[src/rtl/tri_pipe_scheduler.sv]
// Sequencer for triangle_pipe: snoops triangle FIFO occupancy, issues start pulses
// when a whole triangle is buffered, counts completions per frame, aborts hung frames.
module tri_pipe_scheduler #(
   parameter int CNT_WIDTH      = 8,
   parameter int TRI_WIDTH      = 16,
   parameter int TIMEOUT_CYCLES = 10000
) (
   input  logic                 clk,
   input  logic                 resetn,
   input  logic                 frame_start,
   input  logic [TRI_WIDTH-1:0] num_tris,
   input  logic [3:0]           vertexSize,
   input  logic                 tri_wr,
   input  logic                 tri_rd,
   input  logic                 frag_fifo_threshold,
   input  logic                 pipe_ready,
   input  logic                 pipe_done,
   output logic                 pipe_start,
   output logic                 busy,
   output logic                 frame_done,
   output logic                 timeout_err,
   output logic [TRI_WIDTH-1:0] tris_issued,
   output logic [CNT_WIDTH-1:0] occupancy
);

   localparam int WD_WIDTH = $clog2(TIMEOUT_CYCLES + 1);
   localparam logic [WD_WIDTH-1:0] WD_LIMIT = WD_WIDTH'(TIMEOUT_CYCLES - 1);

   typedef enum logic [2:0] {
      S_IDLE,
      S_WAIT,
      S_START,
      S_RUN,
      S_FIN
   } state_t;

   state_t               state_q, state_d;
   logic [CNT_WIDTH-1:0] occ_q, occ_d;
   logic [CNT_WIDTH-1:0] tri_words_q, tri_words_d;
   logic [TRI_WIDTH-1:0] target_q, target_d;
   logic [TRI_WIDTH-1:0] issued_q, issued_d;
   logic [WD_WIDTH-1:0]  wd_q, wd_d;
   logic                 timeout_q, timeout_d;
   logic                 pipe_start_q, pipe_start_d;
   logic                 frame_done_q, frame_done_d;
   logic                 busy_q, busy_d;

   logic [CNT_WIDTH-1:0] tri_words_calc;
   logic                 launch_ok;

   assign tri_words_calc = CNT_WIDTH'(3 * (32'(vertexSize) + 32'd1));
   assign launch_ok      = (occ_q >= tri_words_q) && !frag_fifo_threshold && pipe_ready;

   // Simultaneous write and read leave the count unchanged; both ends saturate.
   always_comb begin
      occ_d = occ_q;
      if (tri_wr && !tri_rd && (occ_q != {CNT_WIDTH{1'b1}})) begin
         occ_d = occ_q + 1'b1;
      end else if (tri_rd && !tri_wr && (occ_q != '0)) begin
         occ_d = occ_q - 1'b1;
      end
   end

   always_comb begin
      // NOTE: every signal gets a default before the case so no path infers a latch.
      state_d      = state_q;
      tri_words_d  = tri_words_q;
      target_d     = target_q;
      issued_d     = issued_q;
      wd_d         = wd_q;
      timeout_d    = timeout_q;
      frame_done_d = 1'b0;

      unique case (state_q)
         S_IDLE: begin
            if (frame_start) begin
               target_d    = num_tris;
               tri_words_d = tri_words_calc;
               issued_d    = '0;
               timeout_d   = 1'b0;
               if (num_tris == '0) begin
                  frame_done_d = 1'b1;
               end else begin
                  state_d = S_WAIT;
               end
            end
         end
         S_WAIT: begin
            if (launch_ok) state_d = S_START;
         end
         S_START: begin
            wd_d    = '0;
            state_d = S_RUN;
         end
         S_RUN: begin
            wd_d = wd_q + 1'b1;
            // A completion in the same cycle as the watchdog expiry is honoured.
            if (pipe_done) begin
               issued_d = issued_q + 1'b1;
               state_d  = (issued_d == target_q) ? S_FIN : S_WAIT;
            end else if (wd_d == WD_LIMIT) begin
               timeout_d    = 1'b1;
               frame_done_d = 1'b1;
               state_d      = S_IDLE;
            end
         end
         S_FIN: begin
            frame_done_d = 1'b1;
            state_d      = S_IDLE;
         end
         default: state_d = S_IDLE;
      endcase

      pipe_start_d = (state_d == S_START);
      // Busy spans the frame including the cycle frame_done is shown.
      busy_d       = (state_d != S_IDLE) || (state_q != S_IDLE);
   end

   // NOTE: sequential state uses non-blocking assignments so every flop samples pre-edge values.
   always_ff @(posedge clk or negedge resetn) begin
      if (!resetn) begin
         state_q      <= S_IDLE;
         occ_q        <= '0;
         tri_words_q  <= '0;
         target_q     <= '0;
         issued_q     <= '0;
         wd_q         <= '0;
         timeout_q    <= 1'b0;
         pipe_start_q <= 1'b0;
         frame_done_q <= 1'b0;
         busy_q       <= 1'b0;
      end else begin
         state_q      <= state_d;
         occ_q        <= occ_d;
         tri_words_q  <= tri_words_d;
         target_q     <= target_d;
         issued_q     <= issued_d;
         wd_q         <= wd_d;
         timeout_q    <= timeout_d;
         pipe_start_q <= pipe_start_d;
         frame_done_q <= frame_done_d;
         busy_q       <= busy_d;
      end
   end

   assign pipe_start  = pipe_start_q;
   assign busy        = busy_q;
   assign frame_done  = frame_done_q;
   assign timeout_err = timeout_q;
   assign tris_issued = issued_q;
   assign occupancy   = occ_q;

endmodule

[config.mk]
export PLATFORM = sky130hd
export DESIGN_NAME = tri_pipe_scheduler
export DESIGN_NICKNAME = d
export VERILOG_FILES = /design/src/rtl/tri_pipe_scheduler.sv
export SDC_FILE = /design/constraint.sdc
export NUM_CORES = 1
export LEC_CHECK = 0
export BUFFER_PORTS_ARGS = -buffer_cell sky130_fd_sc_hd__buf_4
export CAP_MARGIN = 20
export CORE_ASPECT_RATIO = 0.7
export CORE_UTILIZATION = 40
export CTS_CLUSTER_SIZE = 30
export DETAILED_ROUTE_END_ITERATION = 8
export GPL_TIMING_DRIVEN = 0
export PLACE_DENSITY = 0.64
export REMOVE_ABC_BUFFERS = 1
export SLEW_MARGIN = 20
export SYNTH_ARGS = -nofsm -noshare
export SYNTH_HDL_FRONTEND = slang
export SYNTH_SLANG_ARGS = --single-unit
[constraint.sdc]
create_clock -name clk -period 3.85 [get_ports clk]
set_input_delay 0.385 -clock clk [delete_from_list [all_inputs] [get_ports clk]]
set_output_delay 0.385 -clock clk [all_outputs]
set_load 0.005 [all_outputs]
==> metrics.txt, run 1 <==
startpoint types=flip-flop; CTS max path bufs=2; number of setup buffers added after CTS=0; largest cells by area after synthesis=dfrtp_1 (40%), nand2_1 (8.2%), ha_1 (6.7%), o21ai_0 (5.6%), xnor2_1 (3.9%); die area=11100 µm²; Pre-antenna DRT Iters=7; initial antenna violation count=0; Sink Count=68; Synth Area in XOR/XNOR=0.0696; # nets final=591; Arr. time, crit path=3330 ps; placed cell count=660; Async SR Flop Fraction=1.00; routability cong.=0.838; Hold WS=183 ps; max-slew violation count=0; Final Routed Wirelength=10000 µm; CORE AREA=10400 µm²; Reg2Reg Setup Slack=770 ps; CP endpoint kind=flip-flop; GRT Resource Usage Total=0.190; synthesis-to-finish area growth=19.7%; fillers=946; share of cells above drive strength 1=0.145; number of global-route vias before repair=3249; dpl hpwl=7100 µm; largest net degree at the start of global routing=69; unrepaired setup endpoints after global routing=false; LEAKAGE=2.38 nW; Synth top area share=0.398; compound-cell area share of the yosys netlist=0.167; worst-case reg-to-reg path depth=10; share of the yosys chip area belonging to registers=0.398; Post-Synthesis Cells=495; Routed wire per std cell=14.8 µm; Congestion Overflow GR=0; RR Startpoint=occupancy[4]; Hold Crit Class=input pin to asynchronous set/reset pin; Die Y=88.6 µm; Synth Area in Adders=0.0719; max-cap viol count=0; Port-buffer cells=55; Final setup viols=0; fmax=325 MHz; starting DRC count in detailed routing=334; register bit total from synthesis=68; EDFF count, synth=0; Final Hold Viols=0; number of buffers inserted by hold repair at cts=0; top_reg_cell synth=dfrtp_1; final setup TNS=0 ps; die width=126 µm; Slew @ Worst Pin=1070 ps; Rel. slew slack=0.283; mux share of post-synthesis cell area=0.0102; status=finished, violations left; Starting Density=0.413; fin cells=676; n_diodes=0; I/O pin cnt=56; clk slew on worst S/H paths=50 ps; first-pass GRT wire length=16400 µm; critical path data required time=4100 ps; vias per inst=5.40; post-synth top area cell=dfrtp_1; Peak supply drop=0.329 mV; Worst-Skew Late Latency=330 ps; Crit Path Category=flip-flop to flip-flop; critical path capture point=occupancy[7]; Final Skew=5.20 ps; critical path startpoint=occupancy[4]; Synth Area in Simple Gates=0.244; PostCTS Resize Cnt=0; PwrDens=678 nW/µm²; YS warnings=0; post-synthesis cell type count=56; Cell Rows=31; Syn Area/Cell=8.65 µm²; Reg-to-Reg End=occupancy[7]; Final Power=3.47 mW; Mapped Area=4280 µm²; Max H-tree Level=3; CTS tree=built; Max FO, Critical Path=9; via count=3648; CTS Buf Count=9; Root Buffer=clkbuf_16; fin crit period=3080 ps; Period Utilization, post-route=0.799; # DRC=1; ANT nets after route=0; largest family of logic cells by synthesized area=simple AND/OR/NAND/NOR gates; violated checks=DRC
-- critical path, stage by stage, from the launching register on --
cell and delay, ps:
dfrtp_1 470, nand4_1 150, o21ai_1 580, ha_1 350
a21o_1 150, a21oi_1 280, nor2b_1 80, o21a_1 180
o41ai_1 330, mux2i_1 260, xor2_1 150
-- final cells by class --
cell class,instances,area (µm²),area share
clock buffer,12,246,0.0481
timing repair buffer,55,413,0.0806
sequential,68,1700,0.332
clock inverter,4,120,0.0234
multi-input combinational,386,2410,0.470
tap,132,165,0.0322
inverter,19,71.3,0.0139
-- stage by stage --
stage | worst slack, ps | area [µm²] | utilization
6_report | 772 | 5120 | 0.495
5_1_grt | 422 | 5120 | 0.495
4_1_cts | 390 | 5120 | 0.495
3_5_place_dp | 417 | 4760 | 0.459
3_3_place_gp | 552 | 4760 | 0.459
2_1_floorplan | 976 | 4180 | -
-- cells in the final DEF (no fill, tap or decap), types with 4 or more instances in the layout --
cell type and count:
a21o_1 8, a21oi_1 24, and3_1 7, or3_1 4, nand4_1 7, xor2_1 15
nor4_1 10, nor2_1 27, a22o_1 11, nor3b_1 6, nand2_1 94, bufinv_16 4
ha_1 23, xnor2_1 19, nor3_1 11, o21ai_0 47, inv_1 19, clkbuf_16 9
nand3_1 15, buf_4 55, dfrtp_1 68, nor2b_1 7
-- registers in the layout (all words and copies together) (netlist names), 3 cells and up --
name         flops
target_q        16
tris_issued     16
wd_q            14
occupancy        8
tri_words_q      7
state_q          3
-- Yosys cell counts, types with 8 or more instances --
cell type and instances:
xor2_1 15, nor4_1 10, xnor2_1 19, o21ai_0 48, nand3_1 15, a21oi_1 24, inv_1 19, nand2_1 94
ha_1 23, clkbuf_1 16, dfrtp_1 68, a21o_1 8, a22o_1 11, nor3_1 11, nor2_1 27
-- where the power goes --
group	total, mW	switching [mW]	internal, mW	leakage, nW
registers	1.25	0.313	0.935	0.856
logic	1.21	0.629	0.584	1.34
clock network	1.01	0.295	0.716	0.177
total	3.47	1.24	2.24	2.38
-- routing by layer --
layer  up-vias  global-route usage  wire, µm
met3         9              0.0514       520
li1       1831                   -         -
met1      1719               0.278      5200
met4         0              0.0432        79
met2        89               0.276      4210
met5         -                   0         0
-- how the worst min path moves through the flow --
stage                           to  cells after the start  slack (ps)
finish              tris_issued[6]                      1         180
global route           target_q[4]                      3         250
CTS                 tris_issued[6]                      1         210
detailed placement  tri_words_q[0]                      2         490
global placement    tri_words_q[4]                      2         470
floorplan                     busy                      0          90
-- cells by family after synthesis --
family	count (synthesis)
flops	68
xor+xnor	34
compound gates	115
mux	4
buf+inv	41
fa+ha+maj	24
simple gates	209
Note: power is estimated with default switching activity, not from simulation.
==> run 2, diff against run 1 <==
- clock period: 3.85 -> 3.18 ns (I/O delays scaled with it)
==> metrics.txt, run 2 (synthesis gave the netlist of run 1 again) <==
Routed wire per std cell=14.8 µm; ANT nets after route=0; commonest cells after routing, fill and taps aside=nand2_1 (94), dfrtp_1 (68), buf_4 (55); Final Hold Viols=0; critical path data required time=3440 ps; most common cell after layout, fill and taps aside=nand2_1; Reg-to-Reg End=occupancy[7]; Worst Path Buf+Inv=0; CP endpoint kind=flip-flop; Final Routed Wirelength=10000 µm; Worst-Skew Late Latency=330 ps; CORE AREA=10400 µm²; Cell Rows=31; CP max stage cell=dfrtp_1; starting DRC count in detailed routing=346; startpoint types=flip-flop; die area=11100 µm²; GRT Resource Usage Total=0.190; Area after DPL=4760 µm²; CTS Buf Count=9; Congestion Overflow GR=0; Rel. slew slack=0.292; number of global-route vias before repair=3249; post-route cell area=5140 µm²; final setup TNS=0 ps; n_diodes=0; first-pass GRT wire length=16400 µm; unrepaired setup endpoints after global routing=false; dpl hpwl=7100 µm; synthesis-to-finish area growth=20.0%; max-cap viol count=0; Pre-antenna DRT Iters=7; die width=126 µm; Levels on crit path=10; fin crit period=2810 ps; initial antenna violation count=0; Hold WS=114 ps; via count=3643; Reg2Reg Setup Slack=370 ps; Hold Crit Class=input pin to asynchronous set/reset pin; LEAKAGE=2.38 nW; Peak supply drop=0.397 mV; Die Y=88.6 µm; CTS tree=built; Max FO, Critical Path=9; Critical Path Max Stage Delay=480 ps; RR Startpoint=occupancy[4]; Sink Count=68; CTS max path bufs=2; CP delay by family, top=compound AO/OA/AOI/OAI gates; share of cells above drive strength 1=0.147; Arr. time, crit path=3070 ps; violated checks=DRC; # DRC=1; number of buffers inserted by hold repair at cts=0; Crit Path Category=flip-flop to flip-flop; number of setup buffers added after CTS=0; PwrDens=820 nW/µm²; max-slew violation count=0; I/O pin cnt=56; fillers=946; Starting Density=0.413; Final setup viols=0; largest net degree at the start of global routing=69; routability cong.=0.838; Max H-tree Level=3; worst-case reg-to-reg path depth=10; vias per inst=5.39; Slew @ Worst Pin=1060 ps; status=finished, violations left; Period Utilization, post-route=0.884; Port-buffer cells=55; clk slew on worst S/H paths=50 ps; Root Buffer=clkbuf_16; # nets final=591; Final Power=4.21 mW; CP Cell Sequence=nand4_1 > o21ai_4 > ha_1 > a21o_1 > a21oi_1 > nor2b_1 > o21a_1 > o41ai_1 > mux2i_1 > xor2_1; critical path startpoint=occupancy[4]; Final Skew=4.08 ps; fmax=356 MHz
-- run 2: final cells by class --
type / count / area (µm²) / area share
Clock buffer: 12 / 246 / 0.0480
Clock inverter: 4 / 120 / 0.0234
Inverter: 19 / 71.3 / 0.0139
Multi-Input combinational cell: 386 / 2420 / 0.471
Sequential cell: 68 / 1700 / 0.331
Tap cell: 132 / 165 / 0.0322
Timing Repair Buffer: 55 / 413 / 0.0804
-- run 2: worst register-to-register path: stages (launching register included) --
cell and delay (ps):
dfrtp_1 480, nand4_1 210, o21ai_4 330, ha_1 290, a21o_1 150, a21oi_1 270
nor2b_1 80, o21a_1 180, o41ai_1 330, mux2i_1 260, xor2_1 150
-- run 2: layer usage --
layer  routed length (µm)  up-vias  track usage
li1                     -     1830            -
met4                   79        0       0.0432
met3                  571        8       0.0514
met2                 4180       87        0.276
met5                    0        -            0
met1                 5180     1718        0.278
-- run 2: worst max-delay path by stage --
stage | end | slack (ps)
2_1_floorplan | occupancy[7] | 310
3_5_place_dp | occupancy[7] | -250
3_3_place_gp | occupancy[7] | -120
4_1_cts | occupancy[7] | 50
6_report | occupancy[7] | 370
5_1_grt | tris_issued[10] | 100
-- run 2: power breakdown --
group / switching, mW / leakage [nW] / internal, mW
clock: 0.360 / 0.177 / 0.867
sequential: 0.378 / 0.856 / 1.13
combinational: 0.765 / 1.35 / 0.708
total: 1.50 / 2.38 / 2.71
-- run 2: metrics by stage --
stage / instances / worst slack, ps / utilization
6_report: 676 / 370 / 0.496
5_1_grt: 676 / 95.0 / 0.496
4_1_cts: 676 / 46.5 / 0.495
3_5_place_dp: 660 / -253 / 0.459
3_3_place_gp: 660 / -118 / 0.459
2_1_floorplan: 473 / 306 / -
-- run 2: repair_timing --
action	in CTS	in global routing
cloned	0	0
resized for setup	1	2
endpoints found under the setup margin	1	1
pin swaps	0	0
==> run 3, diff against run 2 <==
- PLACE_DENSITY: 0.64 -> 0.6
==> metrics.txt, run 3 (synthesis gave the netlist of run 1 again) <==
Hold Crit Class=input pin to asynchronous set/reset pin; max-cap viol count=0; CP endpoint kind=flip-flop; die width=126 µm; Area after DPL=4760 µm²; worst-case reg-to-reg path depth=5; status=finished, violations left; LEAKAGE=2.35 nW; Final Power=4.01 mW; Pre-antenna DRT Iters=7; number of global-route vias before repair=3226; RR Startpoint=state_q[0]; post-route cell area=5070 µm²; # DRC=2; final setup TNS=0 ps; CTS Buf Count=9; fmax=353 MHz; Arr. time, crit path=3040 ps; commonest cells after routing, fill and taps aside=nand2_1 (94), dfrtp_1 (68), buf_4 (55); share of cells above drive strength 1=0.149; Peak supply drop=0.478 mV; first-pass GRT wire length=16500 µm; Die Y=88.6 µm; dpl hpwl=7190 µm; die area=11100 µm²; CTS max path bufs=2; clk slew on worst S/H paths=60 ps; Hold WS=97.0 ps; Port-buffer cells=55; critical path data required time=3390 ps; Sink Count=68; fin crit period=2830 ps; placed cell count=660; GRT Resource Usage Total=0.192; PwrDens=791 nW/µm²; CP Cell Sequence=nor3_1 > and2_1 > nor2_1 > o21ai_0 > o31ai_1; Cell Rows=31; unrepaired setup endpoints after global routing=false; Starting Density=0.413; Reg-to-Reg End=tris_issued[7]; violated checks=DRC; Crit Path Category=flip-flop to flip-flop; starting DRC count in detailed routing=253; Routed wire per std cell=15.1 µm; CP max stage cell=nor2_1; most common cell after layout, fill and taps aside=nand2_1; Congestion Overflow GR=0; I/O pin cnt=56; CP delay by family, top=simple AND/OR/NAND/NOR gates; Rel. slew slack=0.310; Worst-Skew Late Latency=330 ps; Max FO, Critical Path=27; Final setup viols=0; Final Skew=7.55 ps; n_diodes=0; initial antenna violation count=0; vias per inst=5.39; largest net degree at the start of global routing=69; max-slew violation count=0; # nets final=591; startpoint types=flip-flop; CTS tree=built; CORE AREA=10400 µm²; Period Utilization, post-route=0.891; Max H-tree Level=3; Reg2Reg Setup Slack=350 ps; Slew @ Worst Pin=1030 ps; Final Hold Viols=0; synthesis-to-finish area growth=18.4%; Final Routed Wirelength=10200 µm; via count=3642; ANT nets after route=0; Worst Path Buf+Inv=0; Critical Path Max Stage Delay=920 ps; fin cells=676; Root Buffer=clkbuf_16; routability cong.=0.819
run 3: cell count changes in the layout (fill, tap and decap cells not counted):
cell        delta
bufinv_16      -3
clkinv_2       +2
clkbuf_1       -1
clkbuf_8       +1
clkinvlp_4     +1
o21ai_2        +1
o21ai_4        -1
run 3: worst max path at each step:
stage | depth (start not counted) | end | slack (ps) | from
4_1_cts | 10 | occupancy[7] | 140 | occupancy[1]
2_1_floorplan | 10 | occupancy[7] | 310 | occupancy[1]
3_5_place_dp | 10 | occupancy[7] | -150 | occupancy[1]
5_1_grt | 5 | tris_issued[7] | 2 | state_q[0]
6_report | 5 | tris_issued[7] | 350 | state_q[0]
3_3_place_gp | 10 | occupancy[7] | -100 | occupancy[5]
run 3: what timing repair did:
item,4_1_cts,5_1_grt
endpoints found under the hold margin,0,0
endpoints found under the setup margin,1,1
hold buffers,0,0
resized for setup,1,1
setup buffers,0,0
pin swaps,0,0
run 3: per-stage QoR:
stage | worst slack, ps | util
floorplan | 306 | -
global placement | -103 | 0.459
detailed placement | -148 | 0.459
CTS | 135 | 0.489
global route | 1.99 | 0.489
finish | 348 | 0.489
run 3: worst register-to-register path: stages, from the launching register on:
cell     delay, ps
dfrtp_1        740
nor3_1         160
and2_1         500
nor2_1         920
o21ai_0        260
o31ai_1        130
run 3: final cells by class:
cell class | count | area, µm²
Fill cell | 1004 | 5290
Tap cell | 132 | 165
Sequential cell | 68 | 1700
Clock buffer | 12 | 256
Inverter | 19 | 71.3
Clock inverter | 4 | 47.5
Timing Repair Buffer | 55 | 413
Multi-Input combinational cell | 386 | 2410
run 3: routing by layer:
metal	up-vias	wire (µm)	track usage
met1	1730	5380	0.284
met2	75	4270	0.277
li1	1825	-	-
met3	12	425	0.0453
met5	-	0	0
met4	0	123	0.0565
run 3: power by group:
group          switching, mW  internal [mW]  leakage [nW]
clock                  0.373          0.647         0.149
sequential             0.381           1.13         0.856
combinational          0.763          0.711          1.35
total                   1.52           2.49          2.35
